<file path="config.mk">
export PLATFORM = sky130hd
export DESIGN_NAME = calc_port_responder_flat
export DESIGN_NICKNAME = d
export VERILOG_FILES = /design/src/rtl/calc_port_responder_if.sv /design/src/rtl/calc_port_responder.sv /design/src/flat_wrapper.sv
export SDC_FILE = /design/constraint.sdc
export NUM_CORES = 1
export LEC_CHECK = 0
export BUFFER_PORTS_ARGS = -buffer_cell sky130_fd_sc_hd__buf_2
export CAP_MARGIN = 10
export CORE_MARGIN = 4
export CORE_UTILIZATION = 35
export CTS_CLUSTER_DIAMETER = 80
export CTS_CLUSTER_SIZE = 25
export DETAILED_ROUTE_END_ITERATION = 16
export GPL_TIMING_DRIVEN = 0
export MAX_ROUTING_LAYER = met4
export PLACE_DENSITY = 0.52
export SYNTH_ARGS = -nofsm -noshare
export SYNTH_HDL_FRONTEND = slang
export SYNTH_SLANG_ARGS = --single-unit
</file>
<file path="constraint.sdc">
create_clock -name c_clk -period 5.4 [get_ports c_clk]
set_input_delay 1.62 -clock c_clk [delete_from_list [all_inputs] [get_ports c_clk]]
set_output_delay 1.62 -clock c_clk [all_outputs]
set_load 0.005 [all_outputs]
</file>
<file path="src/rtl/calc_port_responder_if.sv">
// Request/response bundle for the calc port; the requester drives req_*, the
// responder drives out_*. Data vectors are big-endian: bit 0 is the MSB.
interface calc_port_responder_if #(
  parameter int DATA_W = 32
);
  // No valid/ready pair. A nonzero req_cmd_in is a request and is taken only
  // while the responder is idle; req_data_in carries operand 1 in that cycle
  // and operand 2 in the next. A nonzero out_resp marks a single-cycle response.
  logic [3:0]        req_cmd_in;
  logic [0:DATA_W-1] req_data_in;
  logic [1:0]        out_resp;
  logic [0:DATA_W-1] out_data;

  modport master (output req_cmd_in, req_data_in, input out_resp, out_data);
  modport slave  (input req_cmd_in, req_data_in, output out_resp, out_data);
endinterface

</file>
<file path="src/rtl/calc_port_responder.sv">
// Single-channel calc port responder: two-cycle request, add/sub/shl/shr, one-cycle response.
// Optional dropped-command counter enabled by defining CALC_DROP_CNT_EN.
module calc_port_responder #(
  parameter int DATA_W       = 32,
  parameter int RESP_LATENCY = 1
) (
  input  logic                  c_clk,
  input  logic                  reset,
  calc_port_responder_if.slave  port,
  output logic [1:0]            state_dbg
`ifdef CALC_DROP_CNT_EN
  , output logic [7:0]          out_drop_cnt
`endif
);

  typedef enum logic [1:0] {IDLE = 2'd0, OP2 = 2'd1, WAIT = 2'd2, RESP = 2'd3} state_t;

  localparam logic [3:0] CMD_ADD = 4'd1;
  localparam logic [3:0] CMD_SUB = 4'd2;
  localparam logic [3:0] CMD_SHL = 4'd5;
  localparam logic [3:0] CMD_SHR = 4'd6;

  localparam int         WAIT_LAST_I = (RESP_LATENCY > 1) ? RESP_LATENCY - 2 : 0;
  localparam logic [1:0] WAIT_LAST   = 2'(WAIT_LAST_I);

  state_t            state, state_nxt;
  logic [1:0]        wait_cnt, wait_cnt_nxt;
  logic [3:0]        cmd_q;
  logic [0:DATA_W-1] op1_q, op2_q;
  logic [1:0]        resp_q;
  logic [0:DATA_W-1] data_q;

  logic [1:0]        res_resp;
  logic [0:DATA_W-1] res_data;
  logic [DATA_W:0]   sum;
  logic [4:0]        sh;

  always_comb begin
    state_nxt    = state;
    wait_cnt_nxt = wait_cnt;
    case (state)
      IDLE: if (port.req_cmd_in != 4'd0) state_nxt = OP2;
      OP2: begin
        wait_cnt_nxt = 2'd0;
        state_nxt    = (RESP_LATENCY > 1) ? WAIT : RESP;
      end
      WAIT: begin
        if (wait_cnt == WAIT_LAST) state_nxt = RESP;
        else                       wait_cnt_nxt = wait_cnt + 2'd1;
      end
      RESP:    state_nxt = IDLE;
      default: state_nxt = IDLE;
    endcase
  end

  // Result depends only on captured registers, so late input changes cannot leak in.
  always_comb begin
    res_resp = 2'd2;
    res_data = '0;
    sum      = {1'b0, op1_q} + {1'b0, op2_q};
    sh       = op2_q[DATA_W-5 +: 5];
    case (cmd_q)
      CMD_ADD: begin
        if (!sum[DATA_W]) begin
          res_resp = 2'd1;
          res_data = sum[DATA_W-1:0];
        end
      end
      CMD_SUB: begin
        if (op2_q <= op1_q) begin
          res_resp = 2'd1;
          res_data = op1_q - op2_q;
        end
      end
      CMD_SHL: begin
        res_resp = 2'd1;
        res_data = op1_q << sh;
      end
      CMD_SHR: begin
        res_resp = 2'd1;
        res_data = op1_q >> sh;
      end
      default: begin
        res_resp = 2'd2;
        res_data = '0;
      end
    endcase
  end

  always_ff @(posedge c_clk) begin
    if (reset) begin
      state    <= IDLE;
      wait_cnt <= 2'd0;
      cmd_q    <= 4'd0;
      op1_q    <= '0;
      op2_q    <= '0;
      resp_q   <= 2'd0;
      data_q   <= '0;
    end else begin
      state    <= state_nxt;
      wait_cnt <= wait_cnt_nxt;
      if (state == IDLE && port.req_cmd_in != 4'd0) begin
        cmd_q <= port.req_cmd_in;
        op1_q <= port.req_data_in;
      end
      if (state == OP2) op2_q <= port.req_data_in;
      // The response registers load on the edge leaving RESP and self-clear one edge later.
      if (state == RESP) begin
        resp_q <= res_resp;
        data_q <= res_data;
      end else begin
        resp_q <= 2'd0;
        data_q <= '0;
      end
    end
  end

  assign port.out_resp = resp_q;
  assign port.out_data = data_q;
  assign state_dbg     = state;

`ifdef CALC_DROP_CNT_EN
  logic [7:0] drop_q;

  always_ff @(posedge c_clk) begin
    if (reset) begin
      drop_q <= 8'd0;
    end else if (state != IDLE && port.req_cmd_in != 4'd0 && drop_q != 8'hFF) begin
      drop_q <= drop_q + 8'd1;
    end
  end

  assign out_drop_cnt = drop_q;
`endif

endmodule

</file>
<file path="src/flat_wrapper.sv">
// flat-port wrapper written by rule: the top's interface ports become plain ports
module calc_port_responder_flat 
#(
  parameter int DATA_W       = 32,
  parameter int RESP_LATENCY = 1
)
  (c_clk, reset, state_dbg, port_req_cmd_in, port_req_data_in, port_out_resp, port_out_data);
  calc_port_responder_if #(.DATA_W(DATA_W)) port_i ();
  input  logic c_clk;
  input  logic reset;
  output logic [1:0] state_dbg;
  input wire logic [$bits(port_i.req_cmd_in)-1:0] port_req_cmd_in;
  input wire logic [$bits(port_i.req_data_in)-1:0] port_req_data_in;
  output wire logic [$bits(port_i.out_resp)-1:0] port_out_resp;
  output wire logic [$bits(port_i.out_data)-1:0] port_out_data;
  assign port_i.req_cmd_in = port_req_cmd_in;
  assign port_i.req_data_in = port_req_data_in;
  assign port_out_resp = port_i.out_resp;
  assign port_out_data = port_i.out_data;
  calc_port_responder #(.DATA_W(DATA_W), .RESP_LATENCY(RESP_LATENCY)) u_core (.c_clk(c_clk), .reset(reset), .port(port_i), .state_dbg(state_dbg));
endmodule
</file>
==> impl_metrics.json <==
{
  "register_area_sq_um": 2122,
  "cts.sinks": 106,
  "hold_depth": 1,
  "synth_cell_type_count": 87,
  "synth.avg_cell_area_sq_um": 7.550,
  "outcome": "finished clean",
  "cp_max_fo": 10,
  "drtIter0Drc": 1492,
  "finalMaxSlewViolations": 0,
  "setup_tns_ns": 0,
  "grt_usage_pct": 29.11,
  "cts_hold_buf": 0,
  "p_switching_mw": 1.451,
  "dp_slack_ns": 0.3337,
  "grt_pass1_vias": 10283,
  "synth_area_leaders": "dfxtp_1 20%, mux2i_1 9.1%, ha_1 8.3%",
  "boundaryPins": 74,
  "htree_levels": 3,
  "vias": 11199,
  "rows": 63,
  "io_buffers": 73,
  "postCtsSetupBuffers": 0,
  "core_sq_um": 29720,
  "power_frac_comb_pct": 47.8,
  "synthesis.nets": 1507,
  "synth_seq_cells": 106,
  "cts-buffers-inserted": 9,
  "path_class": "reg -> reg",
  "p_leak_nw": 4.779,
  "antenna_found_initial": 1,
  "period_minus_slack_ns": 5.099,
  "dr.pass1.iters": 8,
  "clockBufferDepth": 2,
  "die_w_um": 181.6,
  "drv_cap": 0,
  "post-synth-top-count-cell": "nor2_1",
  "cts.repair.resized": 0,
  "nets": 1591,
  "hold_class": "reg -> reg",
  "path_clk_slew_ns": 0.08,
  "fin_util_pct": 39.40,
  "pwr-share-clk_pct": 22.1,
  "yosys.area.top_type": "dfxtp_1",
  "power_density_nw_per_um2": 270.6,
  "start_util_pct": 35.49,
  "rr_worst_depth": 16,
  "p_sw_share_pct": 45.81,
  "synthCells": 1397,
  "synthArstFlopShare_pct": 0,
  "vdd_drop_max_uv": 210.0,
  "p_int_mw": 1.717,
  "startpoint_type": "flop",
  "setup_slack_ns": 0.3006,
  "root_buffer": "clkbuf_16",
  "remaining_drc_errors": 0,
  "netlist_area_sq_um": 10550,
  "required_ns": 5.68,
  "gp_congestion": 1.017,
  "grt_pass1_wl_um": 69650,
  "cp-end-kind": "flop",
  "area_growth_syn_to_layout_pct": 11.01,
  "tightest_slew_ns": 1.365,
  "synth-main-ff-cell": "dfxtp_1",
  "skew_ns": 0.01042,
  "seq_power_share_pct": 30.1,
  "dieArea_sq_um": 32980,
  "rsz0062_at_grt": "false",
  "multi_input_area_sq_um": 7656,
  "fillers": 3162,
  "grt_max_degree": 22,
  "wl_per_cell_um": 25.73,
  "synth_commonest_cells": "189 x nor2_1, 155 x a21oi_1, 136 x nand2_1",
  "max_freq_mhz": 196.1,
  "post-dp-hpwl_um": 39230,
  "yosysWarningCount": 0,
  "die_h_um": 181.6,
  "arrival_ns": 5.38,
  "synth_edf_count": 0,
  "period_share_pct": 94.43,
  "via_per_inst": 5.966,
  "drt_wl_total_um": 48290,
  "cts_tree": "done",
  "hold_viol_final": 0,
  "insertion_delay_ns": 0.39,
  "seq_area_frac_synth_pct": 20.12,
  "grt-ovfl-total": 0,
  "ant_nets": 0,
  "drive_gt1_share_pct": 13.06,
  "synth_top_cell_area_share_pct": 20.12,
  "setup_viol_count_final": 0,
  "slew_headroom_pct": 9.004
}
==> cell usage in the layout, fill, tap and decap left out, types with 18 or more instances in the layout <==
master,count
nor2_1,189
a21oi_1,155
nand2_1,136
dfxtp_1,106
buf_2,96
mux2i_1,96
o21ai_0,72
ha_1,70
inv_1,67
clkbuf_1,46
xnor2_1,34
mux4_2,24
nor3_1,23
nand2b_1,22
nor2b_1,19
o22ai_1,19
a21o_1,18
a211oi_1,18
==> flip-flops by register name, indices dropped and copies added, names as in the netlist <==
name,flops
u_core.op1_q,32
u_core.op2_q,32
u_core.wait_cnt,2
u_core.state_dbg,2
u_core.port.out_data,32
u_core.port.out_resp,2
u_core.cmd_q,4
==> metrics by stage <==
step                      cells  area [sq um]  total power, mW  hold slack, ns
after detailed placement   1860         11400            2.442          0.4717
after floorplan            1397         10550            1.952          0.4367
after CTS                  1876         11710            3.153          0.4835
after global placement     1860         11400            2.449          0.4520
final                      1877         11710            3.168          0.4794
after global routing       1877         11710            3.325          0.5049
==> power groups by stage <==
stage | Clock, mW | Combinational, mW | Sequential (mW)
floorplan | 0 | 1.05 | 0.901
global placement | 0 | 1.48 | 0.965
detailed placement | 0 | 1.47 | 0.967
CTS | 0.721 | 1.48 | 0.948
global route | 0.748 | 1.62 | 0.960
finish | 0.699 | 1.52 | 0.953
==> final timing paths <==
| kind | from | endpoint | slack, ns |
|---|---|---|---|
| setup / recovery | u_core.op2_q[29]$_SDFFE_PP0P_ | u_core.port.out_data[31]$_SDFF_PP0_ | 0.30 |
| hold / removal | u_core.wait_cnt[0]$_SDFFE_PP0P_ | u_core.wait_cnt[0]$_SDFFE_PP0P_ | 0.48 |
| setup reg to reg | u_core.op2_q[29]$_SDFFE_PP0P_ | u_core.port.out_data[31]$_SDFF_PP0_ | 0.30 |
| hold reg to reg | u_core.wait_cnt[0]$_SDFFE_PP0P_ | u_core.wait_cnt[0]$_SDFFE_PP0P_ | 0.48 |
==> cells by family (layout without fill, tap and decap cells) <==
kind of cell    after synthesis  after routing  share of synthesized area [%]
xor+xnor                     41             41                          3.405
mux                         128            128                          15.09
flops                       106            106                          20.12
simple gates                447            447                          18.87
compound gates              434            434                          26.54
fa+ha+maj                    72             72                          8.683
other cells                   0              1                              0
buf+inv                     169            258                          7.295
==> layer usage <==
layer / GRT usage (%) / up-vias / part of all wire [%]
met3: 5.088 / 77 / 7.7
met1: 41.03 / 5427 / 46
met2: 43.32 / 504 / 44
li1: - / 5191 / -
met5: - / - / 0
met4: 7.325 / 0 / 2.6
==> layout make-up <==
type	instances	area share, %
timing repair buffer	73	3.120
antenna	1	0.02137
clock buffer	9	1.923
inverter	72	2.308
buffer	97	4.264
tap	390	4.168
multi-input combinational	1122	65.39
sequential	106	18.12
clock inverter	7	0.6839
==> worst max-delay path: stages (launching register included) <==
cell and delay [ns]:
dfxtp_1 0.34, clkbuf_1 0.49, inv_1 0.16, clkbuf_1 0.31, buf_1 0.41, ha_1 0.57, nor2_1 0.09, o221ai_1 0.46
a211oi_2 0.23, o21a_1 0.27, o2111ai_2 0.20, nand2_2 0.15, o21ai_4 0.38, buf_8 0.21, buf_2 0.30, o21bai_1 0.11
a31oi_1 0.28
(Power assumes the default switching activity.)
